==> src/rtl/if_stage.sv <==
// Instruction-fetch stage of the 5-stage RV32I pipeline.
// Holds the PC and the IF/ID pipeline register. It accepts redirects resolved
// in EX and raises a same-cycle flush toward ID/EX. It also keeps a sticky
// misaligned-target flag and a count of taken redirects.
module if_stage #(
  parameter logic [31:0] PC_RESET = 32'h0000_3000,
  parameter logic [31:0] NOP      = 32'h0000_0013
) (
  input  logic        clk,
  input  logic        rst,
  input  logic        stall_if,
  input  logic        stall_id,
  input  logic        ex_valid,
  input  logic        ex_br,
  input  logic        ex_jal,
  input  logic        ex_jalr,
  input  logic [31:0] ex_pc,
  input  logic [31:0] ex_imm,
  input  logic [31:0] ex_rs1,
  output logic [31:0] imem_addr,
  input  logic [31:0] imem_rdata,
  output logic [31:0] pc_if,
  output logic [31:0] inst_id,
  output logic [31:0] pc_id,
  output logic [31:0] pc4_id,
  output logic        valid_id,
  output logic        flush_id_ex,
  output logic        misalign_err,
  output logic [31:0] redirect_cnt
);

  logic        redirect;
  logic [31:0] target_raw;
  logic [31:0] target;
  logic        target_misaligned;
  logic [31:0] pc_plus4;

  logic [31:0] pc_q, pc_d;
  logic [31:0] inst_q, inst_d;
  logic [31:0] pc_id_q, pc_id_d;
  logic [31:0] pc4_id_q, pc4_id_d;
  logic        valid_q, valid_d;
  logic        misalign_q, misalign_d;
  logic [31:0] cnt_q, cnt_d;

  // Redirect detection and target computation. jalr takes priority over jal
  // and br, even if the decoder ever asserts more than one of them.
  always_comb begin
    redirect = ex_valid & (ex_br | ex_jal | ex_jalr);
    if (ex_jalr) begin
      target_raw = (ex_rs1 + ex_imm) & ~32'h1;
    end else begin
      target_raw = ex_pc + ex_imm;
    end
    // A target with bit 1 set is forced down to a word boundary and flagged.
    target_misaligned = target_raw[1];
    target            = target_misaligned ? {target_raw[31:2], 2'b00} : target_raw;
    pc_plus4          = pc_q + 32'd4;
  end

  // Next-state selection for the PC, the IF/ID fields, the error flag and the counter.
  always_comb begin
    // PC: a redirect overrides a stall. Otherwise a stall holds the PC, and
    // without a stall the PC advances by 4 and wraps modulo 2^32.
    if (redirect) begin
      pc_d = target;
    end else if (stall_if) begin
      pc_d = pc_q;
    end else begin
      pc_d = pc_plus4;
    end

    // IF/ID: a flush overrides a hold. Otherwise a hold keeps the register.
    // Without a hold, a stalled fetch injects a bubble and a normal fetch
    // captures the instruction.
    inst_d   = NOP;
    pc_id_d  = 32'h0;
    pc4_id_d = 32'h0;
    valid_d  = 1'b0;
    if (redirect) begin
      inst_d   = NOP;
      pc_id_d  = 32'h0;
      pc4_id_d = 32'h0;
      valid_d  = 1'b0;
    end else if (stall_id) begin
      inst_d   = inst_q;
      pc_id_d  = pc_id_q;
      pc4_id_d = pc4_id_q;
      valid_d  = valid_q;
    end else if (stall_if) begin
      inst_d   = NOP;
      pc_id_d  = 32'h0;
      pc4_id_d = 32'h0;
      valid_d  = 1'b0;
    end else begin
      inst_d   = imem_rdata;
      pc_id_d  = pc_q;
      pc4_id_d = pc_plus4;
      valid_d  = 1'b1;
    end

    // The misaligned flag is sticky until reset. The counter wraps naturally.
    misalign_d = misalign_q | (redirect & target_misaligned);
    cnt_d      = redirect ? cnt_q + 32'd1 : cnt_q;
  end

  // State registers with immediate asynchronous reset.
  always_ff @(posedge clk or posedge rst) begin
    if (rst) begin
      pc_q       <= PC_RESET;
      inst_q     <= NOP;
      pc_id_q    <= 32'h0;
      pc4_id_q   <= 32'h0;
      valid_q    <= 1'b0;
      misalign_q <= 1'b0;
      cnt_q      <= 32'h0;
    end else begin
      pc_q       <= pc_d;
      inst_q     <= inst_d;
      pc_id_q    <= pc_id_d;
      pc4_id_q   <= pc4_id_d;
      valid_q    <= valid_d;
      misalign_q <= misalign_d;
      cnt_q      <= cnt_d;
    end
  end

  // Output mapping. The flush is combinational, so ID/EX clears in the redirect cycle.
  always_comb begin
    imem_addr    = pc_q;
    pc_if        = pc_q;
    inst_id      = inst_q;
    pc_id        = pc_id_q;
    pc4_id       = pc4_id_q;
    valid_id     = valid_q;
    flush_id_ex  = redirect;
    misalign_err = misalign_q;
    redirect_cnt = cnt_q;
  end

endmodule
==> config.mk <==
export PLATFORM = sky130hd
export DESIGN_NAME = if_stage
export DESIGN_NICKNAME = d
export VERILOG_FILES = /design/src/rtl/if_stage.sv
export SDC_FILE = /design/constraint.sdc
export NUM_CORES = 1
export LEC_CHECK = 0
export BUFFER_PORTS_ARGS = -buffer_cell sky130_fd_sc_hd__buf_4
export CORE_AREA = 4 4 149 151
export DETAILED_ROUTE_END_ITERATION = 10
export DIE_AREA = 0 0 153 155
export PLACE_DENSITY = 0.78
export SLEW_MARGIN = 10
export SYNTH_ARGS = -nofsm -noshare
export SYNTH_HDL_FRONTEND = slang
export SYNTH_SLANG_ARGS = --single-unit
==> constraint.sdc <==
create_clock -name clk -period 5.8 [get_ports clk]
set_input_delay 1.16 -clock clk [delete_from_list [all_inputs] [get_ports clk]]
set_output_delay 1.16 -clock clk [all_outputs]
set_load 0.1 [all_outputs]
### Word level (Yosys, flattened, before mapping)

Cells that the tools add are included.
Widths: inputs -> output; s select.

* $add $sub $neg: 4
* eq/ne operators: 2
* mux-type cells: 16
* bitwise gates (word level): 5

Operator list (count)
* $mux 32: 12
* $add 32x32->32: 2
* $add 32x1->32 const B: 1
* $add 32x3->32 const B: 1
* $mux 1: 4
* $ne 2x1->1 const B: 2
* $or 1x1->1: 3
* $and 1x1->1: 2

* register bits: 162
* bits of input ports: 136
* output and inout bits: 195
* logic and storage cells: 34

### Logic depth before layout (Yosys ltp)

* word-level depth: 5
* mapped depth: 12
* mapped depth without buffers: 12

### Worst setup path before layout

No wires, ideal clock.

* path kind: input to output
* start: input port ex_jalr
* end: output port flush_id_ex
* data arrival time: 2414 ps
* required time: 4640 ps
* slack: 2226 ps
* cell stages on the path: 3
* path buffers: 1
* cell sequence: o31ai_1 > inv_2 > clkbuf_1

* longest elaborated chain between the ends: 2

Ends and longest elaborated chain
* start, declared: RTL line 16 `input logic ex_jalr,`
* $or 1x1->1: RTL line 49 `redirect = ex_valid & (ex_br | ex_jal | ex_jalr);`
* $and 1x1->1: RTL line 49
* end, declared: RTL line 27 `output logic flush_id_ex,`

No other way between the ends.

### Worst setup path after layout

* start: input port ex_imm[3]
* end: register pc_q[31] (netlist: imem_addr[31])

* longest elaborated chain between the ends: 3
* elaborated cells on any way between the ends: 4
* those cells by class: add/sub (2); mux (2)

Ends and longest elaborated chain
* start, declared: RTL line 18 `input logic [31:0] ex_imm,`
* $add 32x32->32, on equally long branches: RTL line 53, 51
* $mux 32 (*): RTL line 50 `if (ex_jalr) begin`
* $mux 32 (*): RTL line 65 `if (redirect) begin`
* end signal, assigned: RTL line 118 `pc_q <= pc_d;`
* end, declared: RTL line 38 `logic [31:0] pc_q, pc_d;`

Mark *: on every way between the ends. The rest lies on a longest branch, timed or not.
A chain may end at the register's enable or synchronous reset.

==> metrics.cfg <==
[sta]
final.min_clock_period_ns=3.75
worst_pin_slew_ns=0.987
final-setup-viol-count=0
maxSlewHeadroom=0.342
hold_viol_final=0
clock-skew-final_ns=0.0173
hold_ws_ns=0.471
rsz0062_at_grt=false
finalSetupTns_ns=0
final-max-slew-violation-count=0
final.period_utilization=0.646
max_freq_mhz=267
post-route-worst-setup-slack_ns=2.05

[global_routing]
total_global_routing_track_utilization=0.254
grt_pass1_wl_mm=49.4
grt_start_max_net_pins=104
number_of_antenna_violations_at_the_first_check_in_global_routing=0
vias_in_the_first_global_route=9230
overflow=0

[cells_and_area]
insertedDiodeCount=0
nets=1586
layout-drive-gt1-share=0.282
final_design_area_no_fill_um2=13400
flow.area_growth_from_synthesis_pct=28.9

[placement]
gp_congestion=0.929
placed_wire_length_estimate_mm=24.0
port_buffers=328
placed_cell_area_um2=12800
post-place-ws_ns=1.64

[cts]
clk-insertion-delay-late_ns=0.42
max-clock-path-buffers=2
post_cts_resized=0
cts.sinks=159
cts_made_buffers=17
clock_tree.htree_level_count=4
worst_setup_hold_path_clk_slew_ns=0.07
cts_tree=built
ctsRootBufferMaster=clkbuf_16
cts-hold-fix-buffers=0
post-cts-setup-buffer-count=0

[drt]
postRouteAntennaNets=0
drcViolationCount=0
drtPass1Iterations=5
detail_route.iter0.violations=564
via_count=9488
route.final.wire_length_mm=31.2
avgViaCountPerCell=5.67
detail_route.wl_per_cell_um=18.6

[logic_synthesis]
synth-simple-area-share=0.147
netlist_area_pre_place_um2=10400
synth_top_family_by_area=compound AO/OA/AOI/OAI gates
dominantRegCellSynth=dfrtp_1
synth_xor_xnor_area_share=0.113
synth_cell_type_count=73
asyncSetResetFlopFracSynth=1.00
synth-compound-area-share=0.216
synthCells=1115
avgSynthCellArea_um2=9.29
synth-seq-area-share=0.385
synth_adder_area_share=0.0800
synthMuxAreaShare=0.00387
synth_enable_flop_cells=0
synth-warning-count=0
synth_seq_cells=159

[die]
die_footprint_um2=23700
num_rows=53
boundaryPins=331
initial_utilization=0.497
die_h_um=155
core_area_um2=20800
die-width_um=153

[power_and_ir_drop]
report.power.total_mw=4.75
power-per-cell-area_nw_per_um2=356
power.ir.vdd_worst_mv=0.278
leakagePower_nw=6.45

[worst_setup_path]
critical_path_class=input port to flip-flop
cp_slowest_stage_delay_ns=0.56
worst_path_most_repeated_cell=a211oi_1
path_cells=buf_4 > ha_1 > nor3_1 > a21oi_1 > a211oi_1 > o21ai_1 > a211oi_1 > a21oi_1 > mux2i_1 > o311a_1 > a211oi_1
cpMaxStageDelayCell=a211oi_1
timing.critical_path.to_type=flip-flop
cp_data_required_time_ns=6.12
r2r_cells=10
crit_path_start_kind=input port
critical_path_arrival_ns=4.07
critPathMaxFanout=5

[worst_hold_path]
timing.hold.worst.class=flip-flop to flip-flop
worst_hold_path.num_cells=1

[flow_run]
max_cap_violations=0

[outcome]
outcome=complete, no violations

-- critical path, delay by kind of cell --
family	cells	cell delay, ns
AND/OR/NAND/NOR	1	0.27
multiplexers	1	0.18
adder cells (fa/ha/maj)	1	0.24
buffers and inverters	1	0.12
AO/OA/AOI/OAI	7	2.09
-- cell families after synthesis --
| kind of cell | after synthesis |
|---|---|
| DFF | 159 |
| buffers and inverters | 113 |
| AOI/OAI and AO/OA | 323 |
| other | 1 |
| muxes | 4 |
| adders and majority gates | 65 |
| and+or+nand+nor | 316 |
| xor gates and xnor gates | 134 |
-- synthesized netlist by cell type (10+ instances only) --
library cell    n  area share
a21oi_1        62       0.030
a21o_1         24       0.017
ha_1           63       0.076
dfrtp_1       154        0.37
nand4_1        16      0.0097
xnor2_1        86       0.073
nand2_1       106       0.038
clkbuf_1       37       0.013
a211oi_1       12      0.0087
inv_1          29       0.011
o211ai_1       12      0.0087
xor2_1         48       0.041
o21a_1         10      0.0072
nor2_1         73       0.026
buf_4          36       0.026
o21ai_0        64       0.031
a22o_1         63       0.053
nor3_1         21       0.010
nand3_1        34       0.016
nand2b_1       12      0.0072
a31oi_1        12      0.0072
-- flip-flops by register name, indices dropped and copies added, names as in the netlist --
| signal | count |
|---|---|
| imem_addr | 31 |
| inst_id | 32 |
| misalign_err | 1 |
| pc4_id | 30 |
| pc_id | 32 |
| redirect_cnt | 32 |
| valid_id | 1 |
-- metrics by stage --
step                      instances   util
final                          1673  0.641
after CTS                      1673  0.641
after global placement         1641  0.614
after global routing           1673  0.641
after detailed placement       1641  0.614
after floorplan                1116      -
-- power breakdown --
group / internal (mW) / switching (mW)
clock: 0.610 / 0.461
sequential: 1.22 / 0.193
combinational: 0.554 / 1.71
-- per-layer routing --
metal	vias to the layer above	share of wire	global-route usage
met4	0	0.023	0.0810
li1	4537	-	-
met1	4553	0.45	0.357
met2	356	0.47	0.412
met5	-	0	0
met3	42	0.057	0.0320
-- layout make-up --
type / count / area, um2
well taps: 275 / 344
flip-flops and latches: 159 / 3990
repair buffers: 333 / 2500
inverters: 30 / 118
clock inverters: 13 / 129
fillers: 1785 / 7470
multi-input cells: 844 / 5830
clock buffers: 19 / 443
-- worst paths after layout --
check,start,end,slack [ns]
hold / removal,misalign_err$_DFF_PP0_,misalign_err$_DFF_PP0_,0.47
max in group asynchronous,rst,pc4_id[27]$_DFFE_PP0P_,3.60
hold reg to reg,misalign_err$_DFF_PP0_,misalign_err$_DFF_PP0_,0.47
setup reg to reg,imem_addr[2]$_DFFE_PP0P_,imem_addr[30]$_DFFE_PP0P_,3.00
setup / recovery,ex_imm[3],imem_addr[31]$_DFFE_PP0P_,2.05
min in group asynchronous,rst,redirect_cnt[22]$_DFFE_PP0P_,0.93
-- layout by cell type (no fill, tap or decap), types with 4 or more instances in the layout --
master and n:
dfstp_2 5, a31oi_1 12, nor3_1 20, o41ai_1 5, o21a_1 10, inv_1 28
and3_1 9, inv_6 5, and2_1 4, xnor2_1 86, clkbuf_16 17, a22o_1 63
and4_1 4, a21oi_1 62, nor2_1 73, xor2_1 48, nand3_1 34, buf_4 333
a211oi_1 12, nor2b_1 5, dfrtp_1 154, o211ai_1 12, clkinv_4 5, a21o_1 24
nand4_1 16, ha_1 63, or2_2 7, o22ai_1 6, o21ai_0 64, mux2i_1 4
nand2_1 106, nand2b_1 12, or3_1 4, o21bai_1 7
Power figures use the tool's default switching activity.
